[config.mk]
export PLATFORM = sky130hd
export DESIGN_NAME = multiword_add_sequencer
export DESIGN_NICKNAME = d
export VERILOG_FILES = /design/src/rtl/multiword_add_sequencer.sv
export SDC_FILE = /design/constraint.sdc
export NUM_CORES = 1
export LEC_CHECK = 0
export CELL_PAD_IN_SITES_DETAIL_PLACEMENT = 1
export CELL_PAD_IN_SITES_GLOBAL_PLACEMENT = 1
export CORE_UTILIZATION = 35
export DETAILED_ROUTE_END_ITERATION = 16
export GPL_TIMING_DRIVEN = 1
export PLACE_DENSITY_LB_ADDON = 0.1
export SLEW_MARGIN = 20
export SYNTH_ARGS = -nofsm -noshare
export SYNTH_HDL_FRONTEND = slang
export SYNTH_SLANG_ARGS = --single-unit
[constraint.sdc]
create_clock -name clk -period 3 [get_ports clk]
set_input_delay 0.6 -clock clk [delete_from_list [all_inputs] [get_ports clk]]
set_output_delay 0.6 -clock clk [all_outputs]
set_load 0.02 [all_outputs]
[src/rtl/multiword_add_sequencer.sv]
// rtl/multiword_add_sequencer.sv - multi-precision add/subtract sequencer
// Streams WORDS operand pairs LS-first through one WIDTH-bit slice with a registered carry.
module multiword_add_sequencer #(
  parameter int WIDTH = 8,
  parameter int WORDS = 4
) (
  input  logic             clk,
  input  logic             reset,
  input  logic             start,
  input  logic             addSub,
  input  logic             inValid,
  output logic             inReady,
  input  logic [WIDTH-1:0] a,
  input  logic [WIDTH-1:0] b,
  output logic             outValid,
  input  logic             outReady,
  output logic [WIDTH-1:0] out,
  output logic             outLast,
  output logic             cout,
  output logic             overflow,
  output logic             busy
);

  localparam int CW = (WORDS > 2) ? $clog2(WORDS) : 1;
  localparam logic [CW-1:0] LAST = CW'(WORDS - 1);

  typedef enum logic [1:0] {S_IDLE, S_RUN, S_DRAIN} state_t;

  state_t           r_state;
  logic             r_op;
  logic             r_carry;
  logic [CW-1:0]    r_count;
  logic [WIDTH-1:0] r_out;
  logic             r_out_valid;
  logic             r_out_last;
  logic             r_cout;
  logic             r_overflow;

  logic             w_in_ready;
  logic             w_accept;
  logic             w_last;
  logic [WIDTH-1:0] w_b_eff;
  logic [WIDTH:0]   w_sum;
  logic             w_ovf;

  // A new word may enter when the single output slot is empty or draining this cycle.
  assign w_in_ready = (r_state == S_RUN) & (~r_out_valid | outReady);
  assign w_accept   = inValid & w_in_ready;
  assign w_last     = (r_count == LAST);
  assign w_b_eff    = b ^ {WIDTH{r_op}};
  assign w_sum      = {1'b0, a} + {1'b0, w_b_eff} + {{WIDTH{1'b0}}, r_carry};
  assign w_ovf      = (a[WIDTH-1] == w_b_eff[WIDTH-1]) & (w_sum[WIDTH-1] != a[WIDTH-1]);

  always_ff @(posedge clk or posedge reset) begin
    if (reset) begin
      r_state     <= S_IDLE;
      r_op        <= 1'b0;
      r_carry     <= 1'b0;
      r_count     <= '0;
      r_out       <= '0;
      r_out_valid <= 1'b0;
      r_out_last  <= 1'b0;
      r_cout      <= 1'b0;
      r_overflow  <= 1'b0;
    end else begin
      case (r_state)
        S_IDLE: begin
          if (start) begin
            r_state <= S_RUN;
            r_op    <= addSub;
            r_carry <= addSub;
            r_count <= '0;
          end
        end
        S_RUN: begin
          if (w_accept) begin
            r_out       <= w_sum[WIDTH-1:0];
            r_out_valid <= 1'b1;
            r_carry     <= w_sum[WIDTH];
            r_count     <= r_count + 1'b1;
            r_out_last  <= w_last;
            // Subtract reports borrow, the inverse of the final carry out.
            r_cout      <= w_last & (w_sum[WIDTH] ^ r_op);
            r_overflow  <= w_last & w_ovf;
            if (w_last) r_state <= S_DRAIN;
          end else if (outReady) begin
            r_out_valid <= 1'b0;
          end
        end
        S_DRAIN: begin
          if (outReady) begin
            r_out_valid <= 1'b0;
            r_out_last  <= 1'b0;
            r_cout      <= 1'b0;
            r_overflow  <= 1'b0;
            r_state     <= S_IDLE;
          end
        end
        default: r_state <= S_IDLE;
      endcase
    end
  end

  assign inReady  = w_in_ready;
  assign outValid = r_out_valid;
  assign out      = r_out;
  assign outLast  = r_out_last;
  assign cout     = r_cout;
  assign overflow = r_overflow;
  assign busy     = (r_state == S_RUN) | (r_state == S_DRAIN);

endmodule

==> summary.md, run 1 <==
| Metric | Value |
|---|---|
| Status | completed |
| Final max-slew violation count | 0 |
| Starting density of the core | 37.77% |
| Area share of the largest cell type after synthesis | 34.65% |
| GPL Wtd Cong | 0.7898 |
| Post_cts resized | 0 |
| Clock Pin Slew Worst Setup and Hold Paths | 0.08 ns |
| Initial DRC count | 36 |
| Syn_nets | 181 |
| Clock Tree Buf Depth | 2 |
| CTS root buf | clkbuf_8 |
| Worst slew margin | 49.78% |
| Num rows | 21 |
| Placement Cell Area | 1714 um^2 |
| Worst Clk Skew | 0.001871 ns |
| Top cells by area, synth | dfrtp_1 35%, ha_1 12%, xor2_1 9.4% |
| Fillers | 442 |
| HP Class | reg -> reg |
| Residual DRC | 0 |
| Area leader, netlist | dfrtp_1 |
| Final #Nets | 221 |
| Routed wl met3 | 92 um |
| Top routing layer in use | met4 |
| Leak Pwr | 0.7990 nW |
| First-pass GRT wire length | 5871 um |
| Final min period | 2.629 ns |
| Detailed Route WL | 3448 um |
| Mapped Cells | 145 |
| Antenna violations before repair | 0 |
| Final Total Pwr | 1.757 mW |
| CTS Hold Bufs | 0 |
| Met2 WL | 1774 um |
| Most common cell after layout, fill and taps aside | clkdlybuf4s50_1 |
| P per Cell Area | 993.1 nW/um^2 |
| PortBufs | 35 |
| Fraction of layout cells with a size suffix above 1 | 6.522% |
| Final period util | 87.62% |
| Net Sw Frac | 44.79% |
| Final Cell Area | 1769 um^2 |
| Tightest Pin Transition | 0.7525 ns |
| WP data required | 2.40 ns |
| Die X-Extent | 62.95 um |
| Clk Latency, worst-skew pair | 0.27 ns |
| Startpoint Class | primary input |
| Post-synth EDFFs | 0 |
| Int Pwr | 0.9701 mW |
| Comb pwr share | 65.4% |
| Met1 wire length | 1522 um |
| H-tree Lvls | 1 |
| Synth cell types | 30 |
| Post-synth top flop | dfrtp_1 |
| WL/cell | 14.99 um |
| Vias in the first global route | 1,220 |
| GRT Overall Usage | 19.53% |
| Final HPWL DP | 2703 um |
| FFs w/ async S/R, synth | 100.0% |
| Max Fclk | 380.4 MHz |
| GRT overflow | 0 |
| Unrepaired setup endpoints after global routing | no |
| Fin Setup TNS | 0 ns |
| Area of the multi-input gates | 780.7 um^2 |
| Number of CTS-inserted buffers | 3 |
| WS Path Type | in -> out |
| Crit path DAT | 2.03 ns |
| Drt pass-1 iters | 3 |
| Warnings, synthesis | 0 |
| Peak supply drop | 0.4195 mV |
| Clock power share | 12.1% |
| CTS tree | done |
| Core Box Area | 3442 um^2 |
| Final setup viols | 0 |
| P&R area growth vs syn | 36.09% |
| # diodes | 0 |
| Antenna viol nets, final | 0 |
| Die Ht | 62.95 um |
| Switching power | 0.7869 mW |
| #FFs+latches synth | 18 |
| Setup bufs post-CTS | 0 |
| Synth Area per Inst | 8.965 um^2 |
| Seq. cell area | 450.4 um^2 |
| Sequential fraction of the synthesis area | 34.65% |
| Crit-path max FO | 4 |
| DIE AREA | 3962 um^2 |
| Ports | 36 |
| Most frequent cells in the layout | 35 x clkdlybuf4s50_1, 20 x nand2_1, 18 x dfrtp_1 |
| Max_cap viols | 0 |
| CTS Sinks | 18 |
| Vias after detailed routing | 1,180 |
| Post-Synthesis Cell Area | 1300 um^2 |
| Hold Vio Cnt, Final | 0 |
| Via/cell ratio | 5.130 |
| Sequential power share | 22.5% |
| Largest net degree at the start of global routing | 20 |
| CP Capture Type | output port |
==> layout make-up <==
class / instances / share of cell area [%]
clock buffer: 4 / 3.112
inverter: 12 / 2.546
multi-input combinational: 111 / 44.13
sequential: 18 / 25.46
tap: 46 / 3.253
timing repair buffer: 39 / 21.50
==> critical path: stages <==
cell and delay, ns:
clkdlybuf4s50_1 0.50, inv_1 0.09, a21oi_1 0.19, clkdlybuf4s50_1 0.64
==> per-stage QoR <==
stage	setup slack [ns]	hold slack [ns]	instances	utilization (%)
2_1_floorplan	0.6693	0.4971	145	-
3_3_place_gp	0.1526	0.4627	226	49.80
3_5_place_dp	0.1156	0.4805	226	49.80
4_1_cts	0.3695	0.4998	230	51.40
5_1_grt	0.1832	0.5189	230	51.40
6_report	0.3714	0.4921	230	51.40
==> state kept, by name, summed over array words and instances, names as in the netlist <==
| register | count |
|---|---|
| r_count | 2 |
| r_state | 2 |
| r_op | 1 |
| out | 8 |
| overflow | 1 |
| outLast | 1 |
| outValid | 1 |
| r_carry | 1 |
| cout | 1 |
==> power groups by stage <==
| stage | Sequential, mW | Combinational, mW | Clock [mW] |
|---|---|---|---|
| floorplan | 0.455 | 0.715 | 0 |
| global placement | 0.392 | 1.11 | 0 |
| detailed placement | 0.401 | 1.16 | 0 |
| CTS | 0.397 | 1.16 | 0.218 |
| global route | 0.406 | 1.28 | 0.230 |
| finish | 0.395 | 1.15 | 0.213 |
==> cell families after synthesis <==
kind of cell             synth area share (%)
buffers and inverters                   5.292
AND/OR/NAND/NOR                         11.26
flip-flops                              34.65
multiplexers                            1.732
XOR/XNOR                                9.432
AO/OA/AOI/OAI                           23.00
adder cells (fa/ha/maj)                 14.63
==> synth_stat cells (2+ instances only) <==
library cell	instances
xor2_1	14
a22o_1	2
a211oi_1	2
mux2_2	2
nor3_1	4
buf_4	2
inv_1	12
a21oi_1	7
nor2b_1	3
a221o_1	3
ha_1	12
o21a_1	3
a21o_1	2
o211ai_1	2
o21ai_0	17
nor2_1	7
fa_1	2
dfrtp_1	18
nand2_1	20
==> layer usage <==
| metal | global-route usage (%) | up-vias |
|---|---|---|
| met5 | 0 | - |
| met4 | 7.849 | 0 |
| met3 | 4.015 | 5 |
| met2 | 33.74 | 20 |
| met1 | 23.33 | 573 |
| li1 | - | 582 |
==> path summary, 6_finish.rpt <==
check | from | to | slack, ns | depth (start not counted)
hold reg to reg | outLast$_DFFE_PP0P_ | outLast$_DFFE_PP0P_ | 0.49 | 2
hold / removal | outLast$_DFFE_PP0P_ | outLast$_DFFE_PP0P_ | 0.49 | 2
setup / recovery | outReady | inReady | 0.37 | 4
max in group asynchronous | reset | out[6]$_DFFE_PP0P_ | 1.76 | 2
min in group asynchronous | reset | r_state[1]$_DFFE_PP0P_ | 0.77 | 2
setup reg to reg | r_op$_DFFE_PP0P_ | overflow$_DFFE_PP0P_ | 0.68 | 8
Note: power is estimated with default switching activity, not from simulation.
==> inputs of run 2 (changes only) <==
==> constraint.sdc (replaced) <==
create_clock -name clk -period 2.85 [get_ports clk]
set_input_delay 0.57 -clock clk [delete_from_list [all_inputs] [get_ports clk]]
set_output_delay 0.57 -clock clk [all_outputs]
set_load 0.02 [all_outputs]
==> run 2 against run 1 <==
Effect of this change:
- design area decreased by 0.78%
- largest power group unchanged
- register-to-register slack got worse by 0.11 ns
- power increased by 3.1%
- largest cell class unchanged
- via count decreased by 1.9%
==> summary.md, run 2 (synthesis gave the netlist of run 1 again) <==
| Metric | Value |
|---|---|
| Status | completed |
| Final HPWL DP | 2579 um |
| CTS Hold Bufs | 0 |
| Int Pwr | 0.9969 mW |
| Max reg flops | 8 |
| P per Cell Area | 1031 nW/um^2 |
| Clock power share | 9.9% |
| Final max-slew violation count | 0 |
| CTS tree | done |
| WS Path Type | in -> reg |
| Ports | 36 |
| GPL Wtd Cong | 0.7886 |
| Sequential power share | 22.8% |
| Max Fclk | 385.1 MHz |
| P&R area growth vs syn | 35.03% |
| Via/cell ratio | 5.052 |
| DIE AREA | 3962 um^2 |
| Drt pass-1 iters | 4 |
| Worst slew margin | 50.55% |
| Most common cell after layout, fill and taps aside | clkdlybuf4s50_1 |
| Startpoint Class | primary input |
| CP Capture Type | flop |
| Tightest Pin Transition | 0.7409 ns |
| Clk Latency, worst-skew pair | 0.25 ns |
| Critical-path cell list | clkdlybuf4s50_1 -> xor2_1 -> fa_1 -> inv_1 -> fa_1 -> nor2b_1 -> o31a_1 -> o21ai_1 -> nor3_1 -> a221o_1 |
| Post_cts resized | 0 |
| Antenna violations before repair | 0 |
| Delay-heaviest family, CP | compound AO/OA/AOI/OAI gates |
| WP data required | 2.99 ns |
| Switching power | 0.8137 mW |
| Starting density of the core | 37.77% |
| Final #Nets | 221 |
| Peak supply drop | 0.4382 mV |
| GRT Overall Usage | 18.01% |
| Unrepaired setup endpoints after global routing | no |
| Max_cap viols | 0 |
| Buffers & Inverters on Critical Path | 2 |
| First-pass GRT wire length | 5575 um |
| Final setup viols | 0 |
| Comb pwr share | 67.2% |
| Slowest CP cell | clkdlybuf4s50_1 |
| PortBufs | 35 |
| Net Sw Frac | 44.94% |
| Fraction of layout cells with a size suffix above 1 | 6.011% |
| Detailed Route WL | 3297 um |
| Die Ht | 62.95 um |
| Clock Tree Buf Depth | 2 |
| CTS Sinks | 18 |
| Antenna viol nets, final | 0 |
| Initial DRC count | 36 |
| Crit path DAT | 2.73 ns |
| Number of CTS-inserted buffers | 3 |
| Hold Vio Cnt, Final | 0 |
| Final min period | 2.597 ns |
| Post-Layout Cell Count | 229 |
| Worst Clk Skew | 0.001159 ns |
| H-tree Lvls | 1 |
| Setup bufs post-CTS | 0 |
| CTS root buf | clkbuf_8 |
| Post-placement cell count | 226 |
| Most frequent cells in the layout | 35 x clkdlybuf4s50_1, 20 x nand2_1, 18 x dfrtp_1 |
| Crit-path max FO | 3 |
| Residual DRC | 0 |
| Leak Pwr | 0.7924 nW |
| Fin Setup TNS | 0 ns |
| Largest net degree at the start of global routing | 24 |
| Final period util | 91.11% |
| Num rows | 21 |
| Core Box Area | 3442 um^2 |
| HP Class | reg -> reg |
| CP max stage delay | 0.41 ns |
| Most frequent CP cell | fa_1 |
| Die X-Extent | 62.95 um |
| WL/cell | 14.40 um |
| Clock Pin Slew Worst Setup and Hold Paths | 0.07 ns |
| # diodes | 0 |
| Vias after detailed routing | 1,157 |
| GRT overflow | 0 |
| Vias in the first global route | 1,181 |
## run 2: final timing paths
path                                       from              endpoint  slack [ns]  cells after the start
min in group asynchronous                 reset    out[1]$_DFFE_PP0P_        0.75                      2
min reg2reg                overflow$_DFFE_PP0P_  overflow$_DFFE_PP0P_        0.48                      2
min                        overflow$_DFFE_PP0P_  overflow$_DFFE_PP0P_        0.48                      2
max reg2reg                    r_op$_DFFE_PP0P_   r_carry$_DFFE_PP0P_        0.57                      9
max                                        b[0]   r_carry$_DFFE_PP0P_        0.25                     10
max in group asynchronous                 reset  outValid$_DFFE_PP0P_        1.64                      2
## run 2: power groups by stage
stage,sequential [mW],clock [mW],combinational (mW)
floorplan,0.479,0,0.753
global placement,0.412,0,1.18
detailed placement,0.418,0,1.23
CTS,0.414,0.185,1.24
global route,0.426,0.195,1.35
finish,0.413,0.180,1.22
## run 2: worst min-delay path, cell delays in order (launching register included)
cell,delay [ns]
dfrtp_1,0.34
nand2_1,0.05
o31ai_1,0.05
## run 2: cell type report
cell class              instances  area, um^2
clock buffers                   3       41.29
well taps                      46       57.56
repair buffers                 39       380.4
multi-input cells             111       780.7
fillers                       418        1687
inverters                      12       45.04
flip-flops and latches         18       450.4
## run 2: metal layers
metal	global-route usage [%]	vias up	routed length (um)
met2	31.99	19	1685
li1	-	576	-
met5	0	-	0
met1	21.92	560	1504
met3	2.555	2	79
met4	6.105	0	28
## run 2: per-stage QoR
stage          worst slack, ns  hold slack [ns]  area [um^2]  util, %  power (mW)
2_1_floorplan           0.5493           0.4971         1300        -       1.232
3_3_place_gp           0.06148           0.4634         1714    49.80       1.589
3_5_place_dp         -0.009290           0.4658         1714    49.80       1.646
4_1_cts                 0.2377           0.4810         1755    51.00       1.835
5_1_grt                 0.1190           0.5113         1755    51.00       1.972
6_report                0.2534           0.4786         1755    51.00       1.811
